## src/rtl/hyper_traffic_gen.sv

```systemverilog
// hyper_traffic_gen: LFSR-addressed write/read memory traffic generator with in-order response checking.
module hyper_traffic_gen #(
    parameter int          AddrWidth      = 32,
    parameter int          DataWidth      = 64,
    parameter int          MaxOutstanding = 8,
    parameter logic [31:0] Seed           = 32'hACE1_2357
) (
    input  logic                   clk_i,
    input  logic                   rst_n,
    input  logic                   start_i,
    input  logic                   mode_i,
    input  logic [31:0]            num_txns_i,
    input  logic [AddrWidth-1:0]   base_addr_i,
    input  logic [AddrWidth-1:0]   addr_mask_i,
    output logic                   req_valid_o,
    input  logic                   req_ready_i,
    output logic                   req_we_o,
    output logic [AddrWidth-1:0]   req_addr_o,
    output logic [DataWidth-1:0]   req_wdata_o,
    output logic [DataWidth/8-1:0] req_be_o,
    input  logic                   rsp_valid_i,
    input  logic [DataWidth-1:0]   rsp_rdata_i,
    input  logic                   rsp_err_i,
    output logic                   busy_o,
    output logic                   done_o,
    output logic [15:0]            err_cnt_o,
    output logic [AddrWidth-1:0]   first_err_addr_o
);
    localparam int CW = $clog2(MaxOutstanding + 1);
    localparam int PW = (MaxOutstanding > 1) ? $clog2(MaxOutstanding) : 1;
    localparam logic [31:0] Taps = 32'h8020_0003;
    localparam logic [AddrWidth-1:0] AlignMask = ~AddrWidth'(DataWidth / 8 - 1);

    typedef enum logic [2:0] {IDLE, WRITE, WDRAIN, READ, RDRAIN, PAIR, PDRAIN, DONE} state_t;
    state_t state, state_d;

    logic [31:0]          lfsr, num_txns, txn_cnt;
    logic [AddrWidth-1:0] base, mask;
    logic                 pair_rd, err_seen;
    logic [CW-1:0]        outstanding;
    logic [AddrWidth-1:0] fifo_addr [MaxOutstanding];
    logic                 fifo_we [MaxOutstanding];
    logic [PW-1:0]        wr_ptr, rd_ptr;
    logic                 can_issue, go, hs, rsp_pop, rsp_bad, last, load, reseed, advance;

    function automatic logic [DataWidth-1:0] pattern(input logic [AddrWidth-1:0] a);
        return {(DataWidth / 32){32'(a) ^ Seed}};
    endfunction

    function automatic logic [PW-1:0] bump(input logic [PW-1:0] p);
        return (p == PW'(MaxOutstanding - 1)) ? '0 : p + PW'(1);
    endfunction

    assign req_addr_o  = base | (AddrWidth'(lfsr) & mask & AlignMask);
    assign req_wdata_o = pattern(req_addr_o);
    assign req_be_o    = '1;
    assign can_issue   = outstanding != CW'(MaxOutstanding);
    assign go          = can_issue && req_ready_i;
    assign hs          = req_valid_o && req_ready_i;
    assign rsp_pop     = rsp_valid_i && outstanding != '0;
    assign rsp_bad     = rsp_err_i || (!fifo_we[rd_ptr] && rsp_rdata_i != pattern(fifo_addr[rd_ptr]));
    assign last        = txn_cnt == num_txns - 32'd1;
    assign busy_o      = state != IDLE && state != DONE;
    assign done_o      = state == DONE;

    // State register
    always_ff @(posedge clk_i or posedge rst_n) begin
        if (rst_n) state <= IDLE;
        else       state <= state_d;
    end

    // Next-state, request strobe and datapath control
    always_comb begin
        state_d     = state;
        req_valid_o = 1'b0;
        req_we_o    = 1'b0;
        load        = 1'b0;
        reseed      = 1'b0;
        advance     = 1'b0;
        case (state)
            IDLE, DONE: begin
                if (start_i) begin
                    load    = 1'b1;
                    state_d = (num_txns_i == '0) ? DONE : (mode_i ? PAIR : WRITE);
                end
            end
            WRITE: begin
                req_valid_o = can_issue;
                req_we_o    = 1'b1;
                advance     = go;
                if (go && last) state_d = WDRAIN;
            end
            WDRAIN: begin
                reseed = outstanding == '0;
                if (reseed) state_d = READ;
            end
            READ: begin
                req_valid_o = can_issue;
                advance     = go;
                if (go && last) state_d = RDRAIN;
            end
            PAIR: begin
                req_valid_o = can_issue;
                req_we_o    = !pair_rd;
                advance     = go && pair_rd;
                if (advance && last) state_d = PDRAIN;
            end
            RDRAIN, PDRAIN: if (outstanding == '0) state_d = DONE;
            default: state_d = IDLE;
        endcase
    end

    // Configuration latch, LFSR address stepping and pair phase
    always_ff @(posedge clk_i or posedge rst_n) begin
        if (rst_n) begin
            lfsr     <= Seed;
            num_txns <= '0;
            base     <= '0;
            mask     <= '0;
            txn_cnt  <= '0;
            pair_rd  <= 1'b0;
        end else if (load) begin
            lfsr     <= Seed;
            num_txns <= num_txns_i;
            base     <= base_addr_i;
            mask     <= addr_mask_i;
            txn_cnt  <= '0;
            pair_rd  <= 1'b0;
        end else if (reseed) begin
            lfsr    <= Seed;
            txn_cnt <= '0;
        end else begin
            if (advance) begin
                lfsr    <= (lfsr >> 1) ^ (lfsr[0] ? Taps : 32'h0);
                txn_cnt <= txn_cnt + 32'd1;
            end
            if (state == PAIR && hs) pair_rd <= !pair_rd;
        end
    end

    // Issue-order FIFO storage; every request is recorded so responses map to addresses
    always_ff @(posedge clk_i) begin
        if (hs) begin
            fifo_addr[wr_ptr] <= req_addr_o;
            fifo_we[wr_ptr]   <= req_we_o;
        end
    end

    // FIFO pointers and outstanding count (equal to FIFO occupancy)
    always_ff @(posedge clk_i or posedge rst_n) begin
        if (rst_n) begin
            wr_ptr      <= '0;
            rd_ptr      <= '0;
            outstanding <= '0;
        end else begin
            if (hs) wr_ptr <= bump(wr_ptr);
            if (rsp_pop) rd_ptr <= bump(rd_ptr);
            outstanding <= outstanding + CW'(hs) - CW'(rsp_pop);
        end
    end

    // Error counting; stray responses count but never capture an address
    always_ff @(posedge clk_i or posedge rst_n) begin
        if (rst_n) begin
            err_cnt_o        <= '0;
            first_err_addr_o <= '0;
            err_seen         <= 1'b0;
        end else if (load) begin
            err_cnt_o        <= '0;
            first_err_addr_o <= '0;
            err_seen         <= 1'b0;
        end else if (rsp_valid_i && (!rsp_pop || rsp_bad)) begin
            if (err_cnt_o != 16'hFFFF) err_cnt_o <= err_cnt_o + 16'd1;
            if (rsp_pop && !err_seen) begin
                first_err_addr_o <= fifo_addr[rd_ptr];
                err_seen         <= 1'b1;
            end
        end
    end
endmodule

```

## config.mk

```make
export PLATFORM = sky130hd
export DESIGN_NAME = hyper_traffic_gen
export DESIGN_NICKNAME = d
export VERILOG_FILES = /design/src/rtl/hyper_traffic_gen.sv
export SDC_FILE = /design/constraint.sdc
export NUM_CORES = 1
export LEC_CHECK = 0
export ABC_AREA = 1
export CAP_MARGIN = 25
export CORE_ASPECT_RATIO = 2
export CORE_MARGIN = 1.5
export CORE_UTILIZATION = 60
export DETAILED_ROUTE_END_ITERATION = 8
export PLACE_DENSITY = 0.91
export RECOVER_POWER = 25
export SLEW_MARGIN = 25
export SYNTH_ARGS = -nofsm -noshare
export SYNTH_HDL_FRONTEND = slang
export SYNTH_SLANG_ARGS = --single-unit
```

## constraint.sdc

```tcl
create_clock -name clk_i -period 15.1 [get_ports clk_i]
set_clock_uncertainty 0.05 [all_clocks]
set_input_delay 3.775 -clock clk_i [delete_from_list [all_inputs] [get_ports clk_i]]
set_output_delay 3.775 -clock clk_i [all_outputs]
set_load 0.03 [all_outputs]
```

---- Yosys cells after proc, flatten, opt, wreduce, memory -nomap -nowiden ----
Memories as Yosys holds them, arrays and structs flattened.
Index checks and enable logic that the tools add are counted.
cells by class
  equal/unequal tests ..................... 21
  mux-type cells .......................... 38
  bitwise operators ....................... 5
  add/subtract/negate cells ............... 7
  reduce and logical (&&, ||, !) cells .... 35
operators with widths
  operator                                             number
  two-way mux 32 bit                                   10
  inequality test 64 bit                               1
  two-way mux 16 bit                                   3
  adder 32 x 1 -> 32 bit (second input constant)       1
  bitwise AND 32 bit                                   1
  == test 32 bit                                       1
  zero test 32 bit                                     1
  inverter 16 bit                                      2
  bitwise OR 32 bit                                    1
  subtractor 32 x 1 -> 32 bit (second input constant)  1
  XOR 31 x 32 -> 32 bit                                1
  two-way mux 3 bit                                    10
  == test 3 bit (second input constant)                6
  case mux 3 bit (6 select lines)                      1
  adder 16 x 1 -> 16 bit (second input constant)       1
  inequality test 16 bit (second input constant)       1
  inequality test 2 bit (second input constant)        7
  two-way mux 1 bit                                    12
  logical AND 1 bit                                    11
  nonzero test 2 bit                                   4
  adder 3 x 1 -> 3 bit (second input constant)         2
  == test 3 x 2 -> 1 bit (second input constant)       2
  AND reduction 2 bit                                  3
  AND reduction 6 bit                                  1
  14 further kinds                                     22
storage, ports and cells
  word-level logic and storage cells ...... 121
  memory bits (writable) .................. 264
  register bits ........................... 223
  output and inout port bits .............. 156
  input bits .............................. 167
  memories ................................ 2
memories
  name       depth  width  read ports  clocked after memory_dff  wr ports  line  source
  fifo_addr  8      32     1           0                         1         41    logic [AddrWidth-1:0] fifo_addr [MaxOutstanding];
  fifo_we    8      1      1           0                         1         42    logic fifo_we [MaxOutstanding];

---- Logic depth before layout (Yosys ltp) ----
An unclocked memory read counts as a cell.
  depth after elaboration ................. 9
  mapped depth ............................ 24
  mapped depth without buffers ............ 21

---- Worst setup path before layout ----
Ideal clock, no wire load.
  path type ............................... input -> register
  start ................................... in req_ready_i
  end ..................................... mem fifo_addr[0][0], enable pin
  required time ........................... 14627 ps
  library setup time ...................... 423 ps
  path slack .............................. 8778 ps
  path buffers ............................ 0
  cell stages on the path ................. 5
  arrival time ............................ 5849 ps
  cell sequence ........................... nand2_1 nor2_2 inv_1 or2_2 nor2_1
between the ends
  word-level cells in the longest chain between the ends .. 3
RTL lines
  what                                     line  source
  start: declaration                       16    input logic req_ready_i,
  logical AND 1 bit                        59    assign hs = req_valid_o && req_ready_i;
  two-way mux 1 bit                        143   if (hs) begin
  two-way mux 1 bit (not written as such)  144   fifo_addr[wr_ptr] <= req_addr_o;
  end: declaration                         41
Every way passes these cells.

==> results by group <==
Outcome
  • Outcome: complete, but fails checks
  • Failing checks: max-capacitance violations, max-slew violations

CTS
  • Post-cts resize count: 0
  • Worst-Skew Late Latency: 0.58 ns
  • Clock tree sinks: 484
  • CTS Hold Bufs: 0
  • Clk pin slew, worst setup/hold paths: 0.07 ns
  • Root Buffer: clkbuf_16
  • Postcts setup bufs: 0
  • TritonCTS clock tree: built
  • Clock Tree Buf Depth: 3
  • Num CTS Buffers: 41
  • H-tree lvl count: 2

Critical path
  • CP max FO: 143
  • Crit path cell chain: dlygate4sd3_1, clkinvlp_2
  • Max stage delay on crit path: 3.49 ns
  • Slowest cell on the critical path: clkinvlp_2
  • Critical path class: input pin to async pin
  • CP required: 14.55 ns
  • WP buf/inv: 2
  • Cell family with most CP delay: buffers and inverters
  • Critical Path AT: 7.98 ns
  • CP Launch Type: input pin
  • CP Capture Type: async pin

Power
  • Static Leakage: 13.56 nW
  • Final Power: 6.131 mW
  • Maximum vdd drop: 168.9 uV
  • Power Density: 215.1 nW/um2

Floorplanning
  • Die Span X: 144.8 um
  • Area of the core: 39560 um2
  • Die footprint: 41500 um2
  • Row count: 103
  • Die Y: 286.6 um
  • # IOs: 323
  • Initial Util: 60.98%

Timing
  • Max Clk Rate: 117.2 MHz
  • Hold Worst Slack: 0.4346 ns
  • Final hold vios: 0
  • Tcrit/Tclk final: 56.49%
  • Worst setup margin: 6.570 ns
  • Slew Limit Fails: 144
  • Slew @ Worst Pin: 6.353 ns
  • Setup_tns: 0 ns
  • RSZ-0062 raised after global routing: no
  • Crit path time final: 8.530 ns
  • Slew headroom: -325.9%
  • Final Setup Violations: 0

Place
  • Place WS: 6.992 ns
  • Placed inst area: 27100 um2
  • Port buffer count: 311
  • Final Wtd Congestion: 0.9856
  • HPWL after detailed placement: 49020 um

Synth
  • Share of the synthesized area in the top cell type: 32.86%
  • Top_reg_cell synth: edfxtp_1
  • Post-synth EDFFs: 264
  • Avg Inst Size Synth: 8.421 um2
  • Post-Syn Instances: 2865
  • Yosys top cell by area: edfxtp_1
  • Share of flip-flops with an asynchronous set or reset: 45.45%
  • Register area share after synthesis: 55.76%
  • Top area cells in the synthesized netlist: edfxtp_1 (33%), dfrtp_1 (21%), nand2_1 (15%), inv_1 (6.6%), nand3_1 (5.6%)
  • Ys Warns: 0
  • Area of the mapped netlist: 24130 um2
  • Synth unique cells: 43
  • Yosys reg bits: 484

Drt
  • Via density: 5.607
  • Vias: 20410
  • Wire length per cell: 19.31 um
  • DR iter-0 viols: 1949
  • Antenna-violating nets left: 0
  • Routed WL: 70290 um
  • # DRC: 0
  • Drt pass-1 iters: 6

Global routing
  • First-pass GRT wire length: 108600 um
  • Initial antenna violation count: 5
  • GRT Total Usage: 34.89%
  • Largest net degree at the start of global routing: 144
  • Vias in the first global route: 20680
  • Grt ovf: 0

Cells and area
  • Ratio of cells with drive above 1 in the final layout: 4.050%
  • Nets: 3259
  • Synth-to-Final Area Change: 18.15%
  • Most frequent cells in the layout: nand2_1 (984), inv_1 (420), clkdlybuf4s50_1 (310)
  • Fin area: 28510 um2
  • Most common cell after layout, fill and taps aside: nand2_1

Flow run
  • Max-cap violations: 1

Worst hold path
  • Worst Hold Class: flip-flop to flip-flop
==> worst paths after layout <==
kind | startpoint | endpoint | slack, ns | cells after the start
max | rst_n | first_err_addr_o[27] | 6.57 | 2
min | mask[31] | mask[31] | 0.43 | 2
max reg2reg | rd_ptr[0] | first_err_addr_o[16] | 9.38 | 20
min reg2reg | mask[31] | mask[31] | 0.43 | 2
max in group clk_i | start_i | txn_cnt[25] | 7.45 | 10
min in group asynchronous | rst_n | base[26] | 5.59 | 2
==> metrics by stage <==
stage	std cells	utilization, %
after floorplan	2872	-
after global placement	3560	68.49
after detailed placement	3560	68.49
after CTS	3636	72.00
after global routing	3639	72.04
final	3640	72.05
==> cells by family (layout without fill, tap and decap cells) <==
logic type	count (synthesis)	count (layout)	synth area share, %
xor gates and xnor gates	59	59	2.142
buffers and inverters	590	829	10.77
adders and majority gates	14	14	0.7572
other	1	12	0.01554
AOI/OAI and AO/OA	156	156	3.921
DFF	484	484	55.76
and+or+nand+nor	1561	1561	26.64
==> power by group <==
group	internal (mW)	switching, mW	total (mW)
sequential	1.82	0.227	2.05
clock	0.600	0.502	1.10
combinational	0.929	2.05	2.98
total	3.35	2.78	6.13
==> state kept, by name, summed over array words and instances, names as in the netlist, 4 cells and up <==
name,cells
lfsr,32
txn_cnt,32
outstanding,4
base,32
fifo_we,8
first_err_addr_o,32
mask,29
fifo_addr,256
err_cnt_o,16
num_txns,32
==> Yosys cell counts (2+ instances only) <==
cell type and n:
buf_6 8, a31oi_1 2, nand2_2 3, nand4_1 33, buf_2 30, o22ai_1 17, clkbuf_1 43, edfxtp_1 264
a211oi_1 7, nand3b_1 13, buf_1 8, a22oi_1 13, xor2_1 41, buf_4 76, inv_1 422, dfstp_2 16
xnor2_1 18, a221oi_1 2, nand2_1 985, nor4_1 8, ha_1 13, nor3_1 23, nand3_1 269, a21o_1 17
o21a_1 4, or2_2 5, nor3b_1 5, a32oi_1 2, a21oi_1 38, a22o_1 2, o21ai_0 48, inv_2 3
nor2_1 214, dfrtp_1 204
==> per-layer routing <==
| metal | global-route usage (%) | vias to the layer above | wire [um] |
|---|---|---|---|
| met1 | 36.03 | 9530 | 22530 |
| met5 | 0 | - | 0 |
| li1 | - | 9397 | - |
| met3 | 6.124 | 333 | 5175 |
| met4 | 25.23 | 0 | 5680 |
| met2 | 62.17 | 1148 | 36900 |
==> layout make-up <==
cell class / count / area, um2
diodes: 4 / 10.01
clock buffers: 49 / 1056
clock inverters: 27 / 332.8
fillers: 2761 / 11060
inverters: 425 / 1599
multi-input cells: 1798 / 8145
flip-flops and latches: 484 / 13460
well taps: 525 / 656.9
repair buffers: 328 / 3248
Note: power is estimated with default switching activity, not from simulation.
